### config.mk
export PLATFORM = sky130hd
export DESIGN_NAME = axi4_lite_master
export DESIGN_NICKNAME = d
export VERILOG_FILES = /design/src/rtl/axi_defs.sv /design/src/rtl/axi4_lite_master.sv
export SDC_FILE = /design/constraint.sdc
export NUM_CORES = 1
export LEC_CHECK = 0
export BUFFER_PORTS_ARGS = -buffer_cell sky130_fd_sc_hd__buf_4
export CAP_MARGIN = 15
export CORE_ASPECT_RATIO = 1.2
export CORE_UTILIZATION = 25
export CTS_BUF_LIST = sky130_fd_sc_hd__clkbuf_4 sky130_fd_sc_hd__clkbuf_8
export DETAILED_ROUTE_END_ITERATION = 10
export HOLD_SLACK_MARGIN = 0.05
export SYNTH_ARGS = -nofsm -noshare
export SYNTH_HDL_FRONTEND = slang
export SYNTH_SLANG_ARGS = --single-unit
### constraint.sdc
create_clock -name clk -period 1.3 [get_ports clk]
set_clock_uncertainty 0.15 [all_clocks]
set_input_delay 0.26 -clock clk [delete_from_list [all_inputs] [get_ports clk]]
set_output_delay 0.26 -clock clk [all_outputs]
set_load 0.02 [all_outputs]
### src/rtl/axi_defs.sv
// rtl/axi_defs.sv - shared AXI4-Lite definitions
// Purpose: response codes shared by the AXI4-Lite master and slave blocks.
// Ports: none (package).
package axi_defs;

    localparam logic [1:0] RESP_OKAY   = 2'b00;
    localparam logic [1:0] RESP_EXOKAY = 2'b01;
    localparam logic [1:0] RESP_SLVERR = 2'b10;
    localparam logic [1:0] RESP_DECERR = 2'b11;

    localparam logic [3:0] WSTRB_ALL   = 4'hF;

endpackage

### src/rtl/axi4_lite_master.sv
// rtl/axi4_lite_master.sv - AXI4-Lite master driven by one-cycle AMCI requests
// Purpose: turns single-cycle read/write requests into handshaked AXI4-Lite
//   transactions. Independent write and read FSMs; both may be in flight.
// Ports:
//   clk, resetn                 clock, synchronous active-low reset
//   AMCI_W*                     write request (WADDR/WDATA/WRITE), status WIDLE/WRESP
//   AMCI_R*                     read request (RADDR/READ), status RIDLE/RDATA/RRESP
//   AXI_AW*/W*/B*               AXI4-Lite write address, data and response channels
//   AXI_AR*/R*                  AXI4-Lite read address and data channels
module axi4_lite_master
    import axi_defs::*;
(
    input  logic        clk,
    input  logic        resetn,
    input  logic [31:0] AMCI_WADDR,
    input  logic [31:0] AMCI_WDATA,
    input  logic        AMCI_WRITE,
    output logic        AMCI_WIDLE,
    output logic [1:0]  AMCI_WRESP,
    input  logic [31:0] AMCI_RADDR,
    input  logic        AMCI_READ,
    output logic        AMCI_RIDLE,
    output logic [31:0] AMCI_RDATA,
    output logic [1:0]  AMCI_RRESP,
    output logic [31:0] AXI_AWADDR,
    output logic        AXI_AWVALID,
    input  logic        AXI_AWREADY,
    output logic [31:0] AXI_WDATA,
    output logic [3:0]  AXI_WSTRB,
    output logic        AXI_WVALID,
    input  logic        AXI_WREADY,
    input  logic [1:0]  AXI_BRESP,
    input  logic        AXI_BVALID,
    output logic        AXI_BREADY,
    output logic [31:0] AXI_ARADDR,
    output logic        AXI_ARVALID,
    input  logic        AXI_ARREADY,
    input  logic [31:0] AXI_RDATA,
    input  logic        AXI_RVALID,
    input  logic [1:0]  AXI_RRESP,
    output logic        AXI_RREADY
);

    typedef enum logic [1:0] {W_IDLE, W_ADDR_DATA, W_RESP} w_state_e;
    typedef enum logic [1:0] {R_IDLE, R_ADDR, R_DATA} r_state_e;

    // Write path state
    w_state_e    w_state_q, w_state_d;
    logic [31:0] awaddr_q, awaddr_d;
    logic [31:0] wdata_q, wdata_d;
    logic        awvalid_q, awvalid_d;
    logic        wvalid_q, wvalid_d;
    logic        bready_q, bready_d;
    logic [1:0]  wresp_q, wresp_d;

    // Read path state
    r_state_e    r_state_q, r_state_d;
    logic [31:0] araddr_q, araddr_d;
    logic        arvalid_q, arvalid_d;
    logic        rready_q, rready_d;
    logic [31:0] rdata_q, rdata_d;
    logic [1:0]  rresp_q, rresp_d;

    // ---------------- write FSM ----------------
    always_ff @(posedge clk) begin
        if (!resetn) begin
            w_state_q <= W_IDLE;
            awaddr_q  <= '0;
            wdata_q   <= '0;
            awvalid_q <= 1'b0;
            wvalid_q  <= 1'b0;
            bready_q  <= 1'b0;
            wresp_q   <= RESP_OKAY;
        end else begin
            w_state_q <= w_state_d;
            awaddr_q  <= awaddr_d;
            wdata_q   <= wdata_d;
            awvalid_q <= awvalid_d;
            wvalid_q  <= wvalid_d;
            bready_q  <= bready_d;
            wresp_q   <= wresp_d;
        end
    end

    always_comb begin
        w_state_d = w_state_q;
        awaddr_d  = awaddr_q;
        wdata_d   = wdata_q;
        awvalid_d = awvalid_q;
        wvalid_d  = wvalid_q;
        bready_d  = bready_q;
        wresp_d   = wresp_q;
        case (w_state_q)
            W_IDLE: begin
                if (AMCI_WRITE) begin
                    awaddr_d  = AMCI_WADDR;
                    wdata_d   = AMCI_WDATA;
                    awvalid_d = 1'b1;
                    wvalid_d  = 1'b1;
                    w_state_d = W_ADDR_DATA;
                end
            end
            W_ADDR_DATA: begin
                // Each VALID retires on its own handshake; a VALID already
                // low simply stays low, so the order of completion is free.
                if (AXI_AWREADY) awvalid_d = 1'b0;
                if (AXI_WREADY)  wvalid_d  = 1'b0;
                if (!awvalid_d && !wvalid_d) begin
                    bready_d  = 1'b1;
                    w_state_d = W_RESP;
                end
            end
            W_RESP: begin
                if (AXI_BVALID) begin
                    wresp_d   = AXI_BRESP;
                    bready_d  = 1'b0;
                    w_state_d = W_IDLE;
                end
            end
            default: w_state_d = W_IDLE;
        endcase
    end

    // ---------------- read FSM ----------------
    always_ff @(posedge clk) begin
        if (!resetn) begin
            r_state_q <= R_IDLE;
            araddr_q  <= '0;
            arvalid_q <= 1'b0;
            rready_q  <= 1'b0;
            rdata_q   <= '0;
            rresp_q   <= RESP_OKAY;
        end else begin
            r_state_q <= r_state_d;
            araddr_q  <= araddr_d;
            arvalid_q <= arvalid_d;
            rready_q  <= rready_d;
            rdata_q   <= rdata_d;
            rresp_q   <= rresp_d;
        end
    end

    always_comb begin
        r_state_d = r_state_q;
        araddr_d  = araddr_q;
        arvalid_d = arvalid_q;
        rready_d  = rready_q;
        rdata_d   = rdata_q;
        rresp_d   = rresp_q;
        case (r_state_q)
            R_IDLE: begin
                if (AMCI_READ) begin
                    araddr_d  = AMCI_RADDR;
                    arvalid_d = 1'b1;
                    r_state_d = R_ADDR;
                end
            end
            R_ADDR: begin
                if (AXI_ARREADY) begin
                    arvalid_d = 1'b0;
                    rready_d  = 1'b1;
                    r_state_d = R_DATA;
                end
            end
            R_DATA: begin
                if (AXI_RVALID) begin
                    rdata_d   = AXI_RDATA;
                    rresp_d   = AXI_RRESP;
                    rready_d  = 1'b0;
                    r_state_d = R_IDLE;
                end
            end
            default: r_state_d = R_IDLE;
        endcase
    end

    assign AMCI_WIDLE  = (w_state_q == W_IDLE);
    assign AMCI_WRESP  = wresp_q;
    assign AMCI_RIDLE  = (r_state_q == R_IDLE);
    assign AMCI_RDATA  = rdata_q;
    assign AMCI_RRESP  = rresp_q;
    assign AXI_AWADDR  = awaddr_q;
    assign AXI_AWVALID = awvalid_q;
    assign AXI_WDATA   = wdata_q;
    assign AXI_WSTRB   = WSTRB_ALL;
    assign AXI_WVALID  = wvalid_q;
    assign AXI_BREADY  = bready_q;
    assign AXI_ARADDR  = araddr_q;
    assign AXI_ARVALID = arvalid_q;
    assign AXI_RREADY  = rready_q;

endmodule
# Yosys cells after proc, flatten, opt, wreduce, memory -nomap -nowiden

Cells that the tools add are included.

Equal/unequal tests: 10
Muxes and demuxes: 24
Reduce and logical (&&, ||, !) cells: 19

Operator list:

| cell                                          | count |
|---|---|
| AND reduction 3 bit                           | 5 |
| two-way mux 2 bit                             | 6 |
| != test 2 bit, second input constant          | 6 |
| case mux 2 bit (3 select lines)               | 2 |
| two-way mux 1 bit                             | 11 |
| case mux 1 bit (2 select lines)               | 5 |
| AND reduction 2 bit                           | 5 |
| nonzero test 2 bit                            | 4 |
| == test 2 x 1 -> 1 bit, second input constant | 2 |
| == test 2 bit, second input constant          | 2 |
| zero test 2 bit                               | 2 |
| zero test 1 bit                               | 2 |
| logical AND 1 bit                             | 1 |

Flip-flop bits (word level): 141
Input port bits: 141
Output and inout port bits: 143
Word-level logic and storage cells: 66

# Logic depth before layout (Yosys ltp)

Depth after elaboration: 6
Mapped depth: 6
Mapped depth without buffers: 3

# Worst setup path before layout

Ideal clock, no wire load.

Path type: register -> register
Start point: reg r_state_q[0]
End point: reg rdata_q[25], in the netlist AMCI_RDATA[25]
Setup time: 128 ps
Data arrival time: 1111 ps
Required time: 1022 ps
Path slack: -89 ps
Cell stages (with the launch flop): 7
Path buffers: 3
Clock period less this slack: 1389 ps
Cells stage by stage: dfxtp_1 and3b_1 buf_6 buf_6 buf_8 nand3_2 o21ai_1

Cells in the longest elaborated chain, start to end: 2

Ends and longest elaborated chain:

| element                              | line                    | RTL |
|---|---|---|
| start: declaration                   | axi4_lite_master.sv:57  | `r_state_e r_state_q, r_state_d;` |
| start signal: assignment             | axi4_lite_master.sv:134 | `r_state_q <= r_state_d;` |
| == test 2 bit                        | axi4_lite_master.sv:150 | `case (r_state_q)` |
| AND reduction 2 bit (no source line) | -                       |  |
| end signal: assignment               | axi4_lite_master.sv:138 | `rdata_q <= rdata_d;` |
| end: declaration                     | axi4_lite_master.sv:61  | `logic [31:0] rdata_q, rdata_d;` |

No other way between the ends.
A chain may end at the register's enable or synchronous reset.

# Worst setup path in the final report

Start point: reg w_state_q[0]
End point: reg awaddr_q[27], in the netlist AXI_AWADDR[27]

Cells in the longest elaborated chain, start to end: 2

Ends and longest elaborated chain:

| element                              | line                   | RTL |
|---|---|---|
| start: declaration                   | axi4_lite_master.sv:48 | `w_state_e w_state_q, w_state_d;` |
| start signal: assignment             | axi4_lite_master.sv:75 | `w_state_q <= w_state_d;` |
| zero test 2 bit                      | axi4_lite_master.sv:93 | `case (w_state_q)` |
| AND reduction 2 bit (no source line) | -                      |  |
| end signal: assignment               | axi4_lite_master.sv:76 | `awaddr_q <= awaddr_d;` |
| end: declaration                     | axi4_lite_master.sv:49 | `logic [31:0] awaddr_q, awaddr_d;` |

No other way between the ends.

==> results <==
- In this run the standard cell core region covers 20500 µm².
- Buffers placed on the I/O ports in this run total 279.
- The area growth from synthesis to layout is 131%.
- The nature of the critical path startpoint is a flop.
- TritonCTS built the clock tree.
- Dividing the detail-routed wire length by the instance count gives 17.2 µm.
- The net load switching power is 3590 µW.
- Entering global routing, the biggest net connects 48 pins.
- After synthesis, the largest family of logic cells by area is simple AND/OR/NAND/NOR gates.
- The remaining global-route overflow is 0.
- The most critical setup path has its startpoint at w_state_q[0].
- In the global route stage, overall resource usage came out at 19.3%.
- The run finished, with violations left.
- The number of clock buffers added by TritonCTS is 17.
- The synthesized design contains 0 enable-type register cells.
- Counting the fill cells in the layout gives 1557.
- Combinational logic burns 28.6% of the power.
- In this run the clock root is driven by a clkbuf_8.
- The number of design rule violations left after detail routing is 0.
- The beginning of the worst hold path is resetn.
- The global-route wire length before repair is 32800 µm.
- The clock network is responsible for 31.1% of the overall power.
- The post-synthesis sequential area ratio is 53.4%.
- The number of slew-limit violations in the final report is 0.
- The number of placed I/O pins is 284.
- After Yosys synthesis, and, or, nand and nor cells account for 24.9% of the synthesized area.
- Of the total synthesized cell area, the portion taken by XOR and XNOR cells is 0%.
- The leakage power of the design is 0.00509 µW.
- Setup repair after global routing could not meet its margin everywhere.
- At the end of routability-driven placement, the weighted congestion stood at 0.760.
- The share of layout cells above drive strength 1 is 61.0%.
- The later-pin clock latency in the skew report is 0.43 ns.
- Summing the areas of all compound-gate instances in the mapped netlist gives 14.6% of the synthesized area.
- For the worst setup path, the data arrival time is 1.73 ns.
- Dividing the final minimum period by the clock period gives 117%.
- The class of the most critical hold timing path is primary input to flop.
- CTS saw 141 sinks.
- The horizontal die dimension is 135 µm.
- Registers are responsible for 40.2% of the overall power.
- In the final design database the tool counted 1284 nets.
- Counting distinct cell types in the post-synthesis netlist gives 32.
- In this run the critical register-to-register path is launched from w_state_q[0].
- The critical register-to-register path endpoint is AXI_AWADDR[27].
- The die covers 21700 µm².
- The final non-filler cell area is 12200 µm².
- The cell area after synthesis is 5290 µm².
- The total half-perimeter wirelength after legalization and detailed placement is 11600 µm.
- After synthesis the netlist holds a flip-flop and latch count of 141.
- The power per unit of standard cell area is 991 nW/µm².
- IR analysis of the VDD net gives a maximum drop of 603 µV.
- The number of warning messages in the yosys log is 0.
- The average instance in the mapped netlist occupies 8.22 µm².
- The reg-to-reg setup timing slack is -0.22 ns.
- The height of the die is 161 µm.
- Of all nets on the critical path, the largest fanout is 8.
- The worst setup path is of the flop to flop kind.
- The overall routed net length is 24500 µm.
- The number of standard-cell rows in the floorplan is 57.
- The design internal power is 8500 µW.
- Counting instances, the worst hold path has a depth of 3.
- The clock period minus worst slack is 1.52 ns.
- The routed layout has 6683 vias.
- The required time of the worst setup path is 1.51 ns.
- The total cell area at the placement stage is 7780 µm².
- The type of destination of the critical path is a flop.
- The number of instances in the synthesized netlist is 643.
- In this run the remaining antenna-violating nets after routing total 0.
- The portion of netlist area occupied by mux cells is 0.189%.
- The setup violation total in the final timing report is 238.
- Summing the areas of all fa, ha and maj instances in the mapped netlist gives 0% of the synthesized area.
- The hold violation count in the final report is 0.
- The clock passes through at most 2 buffers.
- Across all setup checks in the final design, the least slack found is -0.223 ns.
- The final reports fail on setup timing.
- The number of maximum-capacitance violations is 0.
- The worst register-to-register path has a depth of 7.
- The sink of the worst hold path is AXI_AWVALID.
- The initial antenna violation count is 3.
- For this block, the initial DRC count from the detailed router was 224.
- The achievable clock frequency is 0.657 GHz.
- The dominant register cell in the synthesized netlist is dfxtp_1.
- The H-tree generated during clock tree synthesis spans 4 levels.
- Net switching is 29.7% of the power.
- In the routed layout, each cell is associated on average with a via count of 4.70.
- The number of global-route vias before repair is 6517.
- The initial standard-cell utilization of the core is 25.8%.
- Counting flops with an async set or reset pin after synthesis yields a share of 0%.
- For the final routed database, the setup TNS stands at -20.12 ns.
- The first detailed-routing pass took 5 iterations.
- The post-CTS clock slew at the launch and capture registers of the worst setup and hold paths is 0.09 ns.
-- per-layer routing --
layer  wire (µm)  up-vias  global-route usage (%)
li1            -     3195                       -
met1        8800     3168                    19.9
met2       13400      250                    35.4
met3        1300       68                    5.15
met4        1040        2                    9.91
met5          13        -                       0
-- sequential cells by signal, summed over array words and instances (netlist names), 2 cells and up --
name / flops
AMCI_RDATA: 32
AMCI_RRESP: 2
AMCI_WRESP: 2
AXI_ARADDR: 32
AXI_AWADDR: 32
AXI_WDATA: 32
r_state_q: 2
w_state_q: 2
-- cell type report --
| class | count | area, µm² | share of cell area (%) |
|---|---|---|---|
| antenna | 2 | 5.00 | 0.0410 |
| clock buffer | 18 | 241 | 1.98 |
| clock inverter | 13 | 164 | 1.34 |
| inverter | 6 | 22.5 | 0.185 |
| multi-input combinational | 436 | 2770 | 22.7 |
| sequential | 141 | 3000 | 24.6 |
| tap | 265 | 332 | 2.72 |
| timing repair buffer | 541 | 5670 | 46.5 |
-- cells in the mapped netlist (4+ instances only) --
| cell | instances | area (µm²) |
|---|---|---|
| buf_6 | 6 | 67.6 |
| o21ai_2 | 4 | 35.0 |
| nand3_1 | 126 | 631 |
| nand2_1 | 134 | 503 |
| o21ai_0 | 116 | 581 |
| o21ai_1 | 17 | 85.1 |
| buf_2 | 15 | 75.1 |
| clkbuf_1 | 26 | 97.6 |
| buf_1 | 5 | 18.8 |
| inv_1 | 6 | 22.5 |
| clkbuf_2 | 5 | 25.0 |
| buf_4 | 5 | 37.5 |
| dfxtp_1 | 141 | 2820 |
| nand3_2 | 7 | 70.1 |
| nor2_1 | 6 | 22.5 |
-- worst max-delay path, stage by stage, from the launching register on --
cell and delay (ns):
dfxtp_2 0.34, buf_6 0.11, nor3b_4 0.18, buf_6 0.15, clkbuf_16 0.17, clkbuf_16 0.16, nand3_2 0.07, o21ai_1 0.11
-- timing repair --
| action | in CTS | in global routing |
|---|---|---|
| cloned | 16 | 10 |
| hold buffers | 140 | 0 |
| setup endpoints to repair | 207 | 269 |
| setup buffers | 25 | 46 |
| pin swaps | 2 | 108 |
| resized for setup | 346 | 198 |
| hold endpoints to repair | 140 | 0 |
-- metrics by stage --
stage	instances	hold slack, ns	setup WS (ns)	util [%]	total power, µW
floorplan	646	0.204	0.00165	-	5780
global placement	1158	0.288	-0.0188	38.0	6800
detailed placement	1158	0.293	-0.0546	38.0	6820
CTS	1370	0.0555	-0.241	54.1	11700
global route	1422	0.0760	-0.284	59.6	12600
finish	1422	0.0900	-0.223	59.6	12100
-- power groups by stage --
| stage | sequential, µW | clock [µW] | combinational (µW) |
|---|---|---|---|
| floorplan | 5170 | 0 | 609 |
| global placement | 4850 | 0 | 1950 |
| detailed placement | 4850 | 0 | 1970 |
| CTS | 4850 | 3870 | 2940 |
| global route | 4900 | 4070 | 3650 |
| finish | 4870 | 3760 | 3460 |
-- cells by family (layout without fill, tap and decap cells) --
kind of cell	after synthesis	after routing
AOI/OAI and AO/OA	147	147
buffers and inverters	69	578
DFF	141	141
muxes	1	1
other	1	6
and+or+nand+nor	284	284
-- worst max-delay path by stage --
stage,to,slack (ns),cells past startpoint
4_1_cts,AMCI_WIDLE,-0.24,3
3_5_place_dp,AXI_AWADDR[24],-0.05,6
5_1_grt,AXI_WDATA[25],-0.28,8
2_1_floorplan,AMCI_RDATA[15],0.002,6
3_3_place_gp,AXI_ARADDR[10],-0.02,5
6_report,AXI_AWADDR[27],-0.22,7
-- placed cells by master (no fill, tap or decap), drive strengths merged, types with 3 or more instances in the layout --
master / count
bufinv: 3
clkinv: 5
o21ai: 137
buf: 391
a21oi: 3
nor2: 6
nor3: 3
inv: 9
dlygate4sd3: 140
dfxtp: 141
clkbuf: 28
conb: 4
nand3: 133
nand2: 134
Power figures use the tool's default switching activity.
